==> src/rtl/noc_packet_injector_pkg.sv <==
// Shared NoC injector definitions: header/payload field offsets, FSM encodings, descriptor type.
package noc_packet_injector_pkg;

    localparam int NOC_DATA_WIDTH = 32;

    localparam int DEST_HI = 31;
    localparam int DEST_LO = 24;
    localparam int SRC_HI  = 23;
    localparam int SRC_LO  = 16;
    localparam int LEN_HI  = 15;
    localparam int LEN_LO  = 8;
    localparam int SEQ_HI  = 7;
    localparam int SEQ_LO  = 0;

    // Payload flits carry the packet seq in the SRC slot and the flit index below it
    localparam int PL_SEQ_HI = 23;
    localparam int PL_SEQ_LO = 16;
    localparam int PL_IDX_HI = 15;
    localparam int PL_IDX_LO = 0;

    localparam logic [1:0] INJ_IDLE = 2'd0;
    localparam logic [1:0] INJ_HEAD = 2'd1;
    localparam logic [1:0] INJ_BODY = 2'd2;

    typedef struct packed {
        logic [7:0] dest;
        logic [7:0] len;
        logic [7:0] seq;
    } inj_desc_t;

endpackage

==> src/rtl/noc_flit_pack.sv <==
// Combinational flit formatter: header or payload flit from a packet descriptor and flit index.
module noc_flit_pack
    import noc_packet_injector_pkg::*;
#(
    parameter int DATA_WIDTH = NOC_DATA_WIDTH
) (
    input  logic                  is_header,
    input  logic [7:0]            src_id,
    input  inj_desc_t             desc,
    input  logic [7:0]            cnt,
    output logic [DATA_WIDTH-1:0] flit
);

    always_comb begin
        flit = '0;
        if (is_header) begin
            flit[DEST_HI:DEST_LO] = desc.dest;
            flit[SRC_HI:SRC_LO]   = src_id;
            flit[LEN_HI:LEN_LO]   = desc.len;
            flit[SEQ_HI:SEQ_LO]   = desc.seq;
        end else begin
            flit[PL_SEQ_HI:PL_SEQ_LO] = desc.seq;
            flit[PL_IDX_HI:PL_IDX_LO] = {8'h00, cnt};
        end
    end

endmodule

==> src/rtl/noc_packet_injector.sv <==
// Transmit-side NI: serialises one descriptor into header + len payload flits on a valid/ready link.
module noc_packet_injector
    import noc_packet_injector_pkg::*;
#(
    parameter int         DATA_WIDTH = NOC_DATA_WIDTH,
    parameter logic [7:0] SRC_ID     = 8'd0
) (
    input  logic                  noc_clk,
    input  logic                  noc_rst,
    input  logic                  req_valid,
    output logic                  req_ready,
    input  logic [7:0]            req_dest,
    input  logic [7:0]            req_len,
    output logic                  sender_valid,
    input  logic                  sender_ready,
    output logic [DATA_WIDTH-1:0] sender_flit,
    output logic                  sender_is_header,
    output logic                  sender_is_tail,
    output logic                  pkt_done,
    output logic [15:0]           pkt_count
);

    logic [1:0]            state, state_n;
    inj_desc_t             desc, desc_n;
    logic [7:0]            seq, seq_n;
    logic [7:0]            cnt, cnt_n;
    logic                  accept, xfer, tail_xfer, tail_n;
    logic [DATA_WIDTH-1:0] flit_raw;

    assign accept    = req_valid & req_ready;
    assign xfer      = sender_valid & sender_ready;
    assign tail_xfer = xfer & sender_is_tail;

    always_comb begin
        state_n = state;
        desc_n  = desc;
        seq_n   = seq;
        cnt_n   = cnt;
        case (state)
            INJ_IDLE: if (accept) begin
                state_n     = INJ_HEAD;
                desc_n.dest = req_dest;
                desc_n.len  = req_len;
                desc_n.seq  = seq;
                seq_n       = seq + 8'd1;
            end
            INJ_HEAD: if (xfer) begin
                state_n = (desc.len == 8'd0) ? INJ_IDLE : INJ_BODY;
                cnt_n   = 8'd0;
            end
            INJ_BODY: if (xfer) begin
                if (sender_is_tail) state_n = INJ_IDLE;
                else                cnt_n   = cnt + 8'd1;
            end
            default: state_n = INJ_IDLE;
        endcase
    end

    // Outputs are computed from next-state values so every output is a flop;
    // a stall leaves next == current, which holds the flit and flags.
    always_comb begin
        tail_n = 1'b0;
        if (state_n == INJ_HEAD)      tail_n = (desc_n.len == 8'd0);
        else if (state_n == INJ_BODY) tail_n = (cnt_n == desc_n.len - 8'd1);
    end

    noc_flit_pack #(.DATA_WIDTH(DATA_WIDTH)) u_pack (
        .is_header (state_n == INJ_HEAD),
        .src_id    (SRC_ID),
        .desc      (desc_n),
        .cnt       (cnt_n),
        .flit      (flit_raw)
    );

    always_ff @(posedge noc_clk or posedge noc_rst) begin
        if (noc_rst) begin
            state            <= INJ_IDLE;
            desc             <= '0;
            seq              <= 8'd0;
            cnt              <= 8'd0;
            req_ready        <= 1'b0;
            sender_valid     <= 1'b0;
            sender_flit      <= '0;
            sender_is_header <= 1'b0;
            sender_is_tail   <= 1'b0;
            pkt_done         <= 1'b0;
            pkt_count        <= 16'd0;
        end else begin
            state            <= state_n;
            desc             <= desc_n;
            seq              <= seq_n;
            cnt              <= cnt_n;
            req_ready        <= (state_n == INJ_IDLE);
            sender_valid     <= (state_n != INJ_IDLE);
            sender_flit      <= (state_n == INJ_IDLE) ? '0 : flit_raw;
            sender_is_header <= (state_n == INJ_HEAD);
            sender_is_tail   <= tail_n;
            pkt_done         <= tail_xfer;
            pkt_count        <= pkt_count + 16'(tail_xfer);
        end
    end

endmodule

==> config.mk <==
export PLATFORM = sky130hd
export DESIGN_NAME = noc_packet_injector
export DESIGN_NICKNAME = d
export VERILOG_FILES = /design/src/rtl/noc_packet_injector_pkg.sv /design/src/rtl/noc_flit_pack.sv /design/src/rtl/noc_packet_injector.sv
export SDC_FILE = /design/constraint.sdc
export NUM_CORES = 1
export LEC_CHECK = 0
export BUFFER_PORTS_ARGS = -buffer_cell sky130_fd_sc_hd__buf_2
export CORE_MARGIN = 2
export CORE_UTILIZATION = 45
export DETAILED_ROUTE_END_ITERATION = 16
export PLACE_DENSITY = 0.69
export SYNTH_ARGS = -nofsm -noshare
export SYNTH_HDL_FRONTEND = slang
export SYNTH_SLANG_ARGS = --single-unit
==> constraint.sdc <==
create_clock -name noc_clk -period 4.2 [get_ports noc_clk]
set_input_delay 0.84 -clock noc_clk [delete_from_list [all_inputs] [get_ports noc_clk]]
set_output_delay 0.84 -clock noc_clk [all_outputs]
set_load 0.05 [all_outputs]
* Yosys cells after proc, flatten, opt, wreduce, memory -nomap -nowiden *
Cells that the tools add are included.

operators by class
  reductions and logical operators = 6
  multipliers = 0
  bitwise logic cells = 3
  equality and inequality tests = 5
  div/mod/pow operators = 0
  order comparisons = 0
  $add $sub $neg = 4
  shift-type cells = 0
  multiplexer cells = 17

operators by type and width
  operator                                                             count
  24-bit two-way mux                                                   3
  32-bit two-way mux                                                   1
  8-bit two-way mux                                                    4
  16-bit by 1-bit adder with 16-bit output                             1
  8-bit by 1-bit adder with 8-bit output (second input constant)       2
  8-bit zero test                                                      2
  8-bit case mux with 2 select lines                                   1
  2-bit two-way mux                                                    5
  8-bit == test                                                        1
  8-bit by 1-bit subtractor with 8-bit output (second input constant)  1
  2-bit case mux with 3 select lines                                   1
  2-bit by 1-bit == test with 1-bit output (second input constant)     2
  2-bit == test (second input constant)                                2
  2-bit zero test                                                      2
  1-bit AND                                                            3
  1-bit two-way mux                                                    2
  2-bit AND reduction                                                  1
  2-bit nonzero test                                                   1

storage, ports and cells
  bits of input ports = 20
  output and inout bits = 53
  latch bits = 0
  word-level logic and storage cells = 48
  bits in writable memories = 0
  memories = 0
  register bits = 95
  ROM bits = 0

* Depth between registers and ports, before layout *
  depth after elaboration = 7
  mapped depth = 13

* Hierarchy *
A second synthesis with hierarchy kept.

unflattened totals
  cells, all modules = 410
  area, all modules = 4424.2 um^2

modules (own cells, without submodules)
  module               seq. area each (um^2)  instances  area an instance (um^2)  cells an instance
  noc_packet_injector  2377.3                 1          4116.4                   375
  noc_flit_pack        0.0                    1          307.8                    35

* Worst setup path before layout *
OpenSTA, ideal clock, no wires.

  path kind = in2reg
  from = input req_valid
  to = register sender_is_tail
  setup slack = 1.165 ns
  cell stages on the path = 11
  setup time = 0.092 ns
  path buffers = 2
  required time = 4.108 ns
  arrival time = 2.943 ns
  cell sequence = nand3_2 clkbuf_8 clkbuf_1 mux2i_1 ha_1 inv_1 o32ai_2 xnor2_1 xnor2_1 nand2_1 o31ai_2

between the ends
  cells in the longest elaborated chain, start to end = 7
  elaborated cells between the ends (all ways) = 12
  those cells by class = 1 x add/sub; 3 x eq/ne; 6 x mux; 1 x bitwise; 1 x reduce/logical

RTL lines
  item                                         RTL line                   source
  from (decl)                                  noc_packet_injector.sv:10  input logic req_valid,
  1-bit AND *                                  noc_packet_injector.sv:30  assign accept = req_valid & req_ready;
  24-bit two-way mux                           noc_packet_injector.sv:40  INJ_IDLE: if (accept) begin
  24-bit two-way mux                           noc_packet_injector.sv:39  case (state)
  8-bit by 1-bit subtractor with 8-bit output  noc_packet_injector.sv:64  else if (state_n == INJ_BODY) tail_n = (cnt_n == desc_n.len - 8'd1);
  8-bit == test                                noc_packet_injector.sv:64
  1-bit two-way mux                            noc_packet_injector.sv:64
  1-bit two-way mux *                          noc_packet_injector.sv:63  if (state_n == INJ_HEAD) tail_n = (desc_n.len == 8'd0);
  via tail_n                                   noc_packet_injector.sv:27  logic accept, xfer, tail_xfer, tail_n;
  to (signal assigned)                         noc_packet_injector.sv:97  sender_is_tail <= tail_n;
  to (decl)                                    noc_packet_injector.sv:18  output logic sender_is_tail,

Mark *: on every way through the listed nets, which the timed path passes. The rest lies on a longest branch.
A chain may end at the register's enable or synchronous reset.

* Final worst setup path *
  from = register state[0]
  to = register sender_is_tail

between the ends
  cells in the longest elaborated chain, start to end = 6
  elaborated cells between the ends (all ways) = 17
  those cells by class = 1 x add/sub; 5 x eq/ne; 9 x mux; 2 x reduce/logical

RTL lines
  item                                                                                               RTL line                                              source
  from (decl)                                                                                        noc_packet_injector.sv:23                             logic [1:0] state, state_n;
  from (signal assigned)                                                                             noc_packet_injector.sv:89                             state <= state_n;
  2-bit zero test or 2-bit two-way mux (tied branches)                                               noc_packet_injector.sv:39, noc_packet_injector.sv:52
  24-bit two-way mux or 2-bit two-way mux (tied branches)                                            noc_packet_injector.sv:39, noc_packet_injector.sv:51
  8-bit by 1-bit subtractor with 8-bit output or 2-bit case mux with 3 select lines (tied branches)  noc_packet_injector.sv:64, noc_packet_injector.sv:39
  8-bit == test or 2-bit == test (tied branches)                                                     noc_packet_injector.sv:64
  1-bit two-way mux                                                                                  noc_packet_injector.sv:64
  1-bit two-way mux *                                                                                noc_packet_injector.sv:63
  via tail_n                                                                                         noc_packet_injector.sv:27

Marked as above.

==> flow_summary.toml <==
[status]
outcome = "finished, final reports clean"

[finish]
multi_input_area_mm2 = 0.00157
insertedDiodeCount = 0
final_nets = 483
stdcell_count = 566
area_delta_synth_final_pct = 16.7
post-route-util_pct = 54.5
seq_area_mm2 = 0.00238
drive_above_1_share_pct = 23.1
n_fill_cell = 812

[global_routing]
grt_overflow_total = 0
grt_antenna_before_repair = 0
grt.met2_usage_pct = 26.6
grt_use_met3_pct = 3.44
grt_first_pass_wirelength_mm = 14.3
busiest_layer = "met1"
track_usage_pct = 18.2
grt_pass1_vias = 2900
met1_usage_pct = 27.2
grt_max_degree = 52

[synth]
synthTopCellsByCount = "dfrtp_1, nand2_1, nor2_1, inv_1, xnor2_1"
synth_fa_ha_area_share_pct = 3.04
yosys-top-cells-area = "dfrtp_1, xnor2_1, nand2_1, mux2i_1, ha_1"
synthArstFlopShare_pct = 100
synth_xor_area_share_pct = 7.45
synth.distinct_cells = 49
yosysMostFrequentCell = "dfrtp_1"
synth_compound_area_share_pct = 6.78
syn_area_mm2 = 0.00411
synth_area_per_cell_um2 = 11.0
synth_nets = 405
synth.area.mux_share_pct = 3.89
synth_warnings = 0
synthesis.instances = 375
synth_ff_type = "dfrtp_1"
synth_top_area_cell = "dfrtp_1"
synth_top_family_by_area = "simple AND/OR/NAND/NOR gates"
synth-seq-cells = 95
seq_area_frac_synth_pct = 57.8
synth-edff-count = 0
yosys.area_share.simple_pct = 17.0
synth_top_area_share_pct = 57.8

[min_path]
hold_path.class = "register to register"

[clock_network]
post_cts_resized = 0
cts_setup_buffers = 0
postCtsHoldBufs = 0
h-tree-depth = 3
cts.path.max_buffers = 2
cts_root_buffer = "clkbuf_8"
cts_sinks = 95
clock_latency_ps = 360
cts_tree = "yes"
clk_pin_slew_ps = 100
cts_made_buffers = 9

[sta]
hold_viol = 0
setup_slack_ps = 1210
slew_violations = 0
rsz0062_at_grt = "false"
fin_tns_setup_ps = 0
fmax_mhz = 334
relSlewSlack_pct = 41.7
worstMarginPinSlew_ps = 875
fin_worst_skew_ps = 8.62
setup_viol = 0
min_period_over_period_pct = 71.3
period_minus_slack_ps = 2990

[setup_path]
cp_max_fo = 9
cpPeakStageDelay_ps = 520
start_kind = "register"
cp_num_buf_inv = 2
critPathCaptureType = "register"
required_ps = 4480
worstSetupPathType = "register to register"
cp_cell_sequence = "inv_1, ha_1, and3_1, mux2i_1, ha_1, inv_1, o32ai_2, xnor2_1, xnor2_1, nand2_1, o31ai_2"
cp_top_family = "multiplexers"
cp_data_arrival_time_ps = 3270
critPathSlowestCell = "mux2i_1"

[power_and_ir_drop]
power.switching_w = 0.00150
sw_frac_of_total_pct = 44.2
power.internal_w = 0.00189
powerDensity_mw_per_mm2 = 707
p_total_w = 0.00339
p_clk_share_pct = 18.3
p_leak_nw = 2.64
peakVddDrop_v = 0.000350
seqPwrFrac_pct = 37.7
comb_power_share_pct = 44.1

[detailed_routing]
drtPass1Iterations = 4
vias = 2963
routedWlPerCell_um = 15.4
vias_per_cell = 5.23
postRouteAntennaNets = 0
drc = 0
wirelength_mm = 8.70
drtIter0Drc = 112

[floorplanning]
dieHeight_um = 99.6
core_mm2 = 0.00881
fp.dieW_um = 99.6
start_util_pct = 46.7
num_rows = 34
die_area_mm2 = 0.00992
io_pins = 73

[place]
place_ws_ps = 1030
place_congestion = 0.841
placedCellCount = 550
dp_hpwl_mm = 6.32
port_buffers = 72

[run]
maxCapViolCount = 0
[registers in the layout, summed over array words and instances (netlist names)]
signal	cells
seq	8
desc	24
sender_valid	1
sender_is_tail	1
sender_flit	32
sender_is_header	1
state	2
pkt_count	16
req_ready	1
pkt_done	1
cnt	8
[path summary, 6_finish.rpt]
path                               start        endpoint  slack [ps]  depth (start not counted)
max                             state[0]  sender_is_tail        1210                         11
max reg2reg                     state[0]  sender_is_tail        1210                         11
min reg2reg                pkt_count[15]   pkt_count[15]         470                          1
max in group asynchronous        noc_rst  sender_flit[9]        2740                          3
min in group asynchronous        noc_rst    pkt_count[9]         600                          2
min                        pkt_count[15]   pkt_count[15]         470                          1
[stage by stage]
| step | cell area [um^2] | hold WS, ps |
|---|---|---|
| finish | 4800 | 470 |
| global route | 4800 | 506 |
| CTS | 4800 | 475 |
| detailed placement | 4590 | 450 |
| global placement | 4590 | 450 |
| floorplan | 4110 | 433 |
[per-layer routing]
layer / up-vias / share of wire (%)
met5: - / 0
met4: 0 / 1.8
met3: 16 / 4.4
met2: 76 / 45
met1: 1452 / 49
li1: 1419 / -
[kinds of logic after synthesis]
logic type                 Yosys count
buffers and inverters               39
xor gates and xnor gates            35
DFF                                 95
adders and majority gates           10
AOI/OAI and AO/OA                   37
and+or+nand+nor                    143
muxes                               16
[power groups by stage]
stage,Clock [W],Sequential [W],Combinational [W]
6_report,0.000619,0.00128,0.00149
5_1_grt,0.000668,0.00130,0.00163
4_1_cts,0.000634,0.00128,0.00150
3_5_place_dp,0,0.00129,0.00149
3_3_place_gp,0,0.00129,0.00147
2_1_floorplan,0,0.00161,0.000830
[layout make-up]
| type | instances | share of cell area (%) |
|---|---|---|
| timing repair buffer | 78 | 8.45 |
| clock inverter | 6 | 1.41 |
| inverter | 28 | 2.22 |
| sequential | 95 | 49.5 |
| clock buffer | 10 | 2.87 |
| tap | 108 | 2.82 |
| multi-input combinational | 241 | 32.7 |
[cells in the final DEF, fill, tap and decap left out, drive strengths merged, types with 2 or more instances in the layout]
| cell type | n |
|---|---|
| dfrtp | 95 |
| buf | 78 |
| nand2 | 47 |
| nor2 | 33 |
| inv | 29 |
| xnor2 | 28 |
| mux2i | 16 |
| and3 | 16 |
| nand3 | 14 |
| nand4 | 11 |
| ha | 10 |
| clkbuf | 10 |
| nor3 | 8 |
| xor2 | 7 |
| o21ai | 6 |
| a211oi | 6 |
| a21oi | 5 |
| o22ai | 3 |
| o211ai | 3 |
| nor3b | 2 |
| a21boi | 2 |
| nor2b | 2 |
| nand4b | 2 |
| clkinv | 2 |
| clkinvlp | 2 |
| or4 | 2 |
| o32ai | 2 |
| o31ai | 2 |
Note: power is estimated with default switching activity, not from simulation.
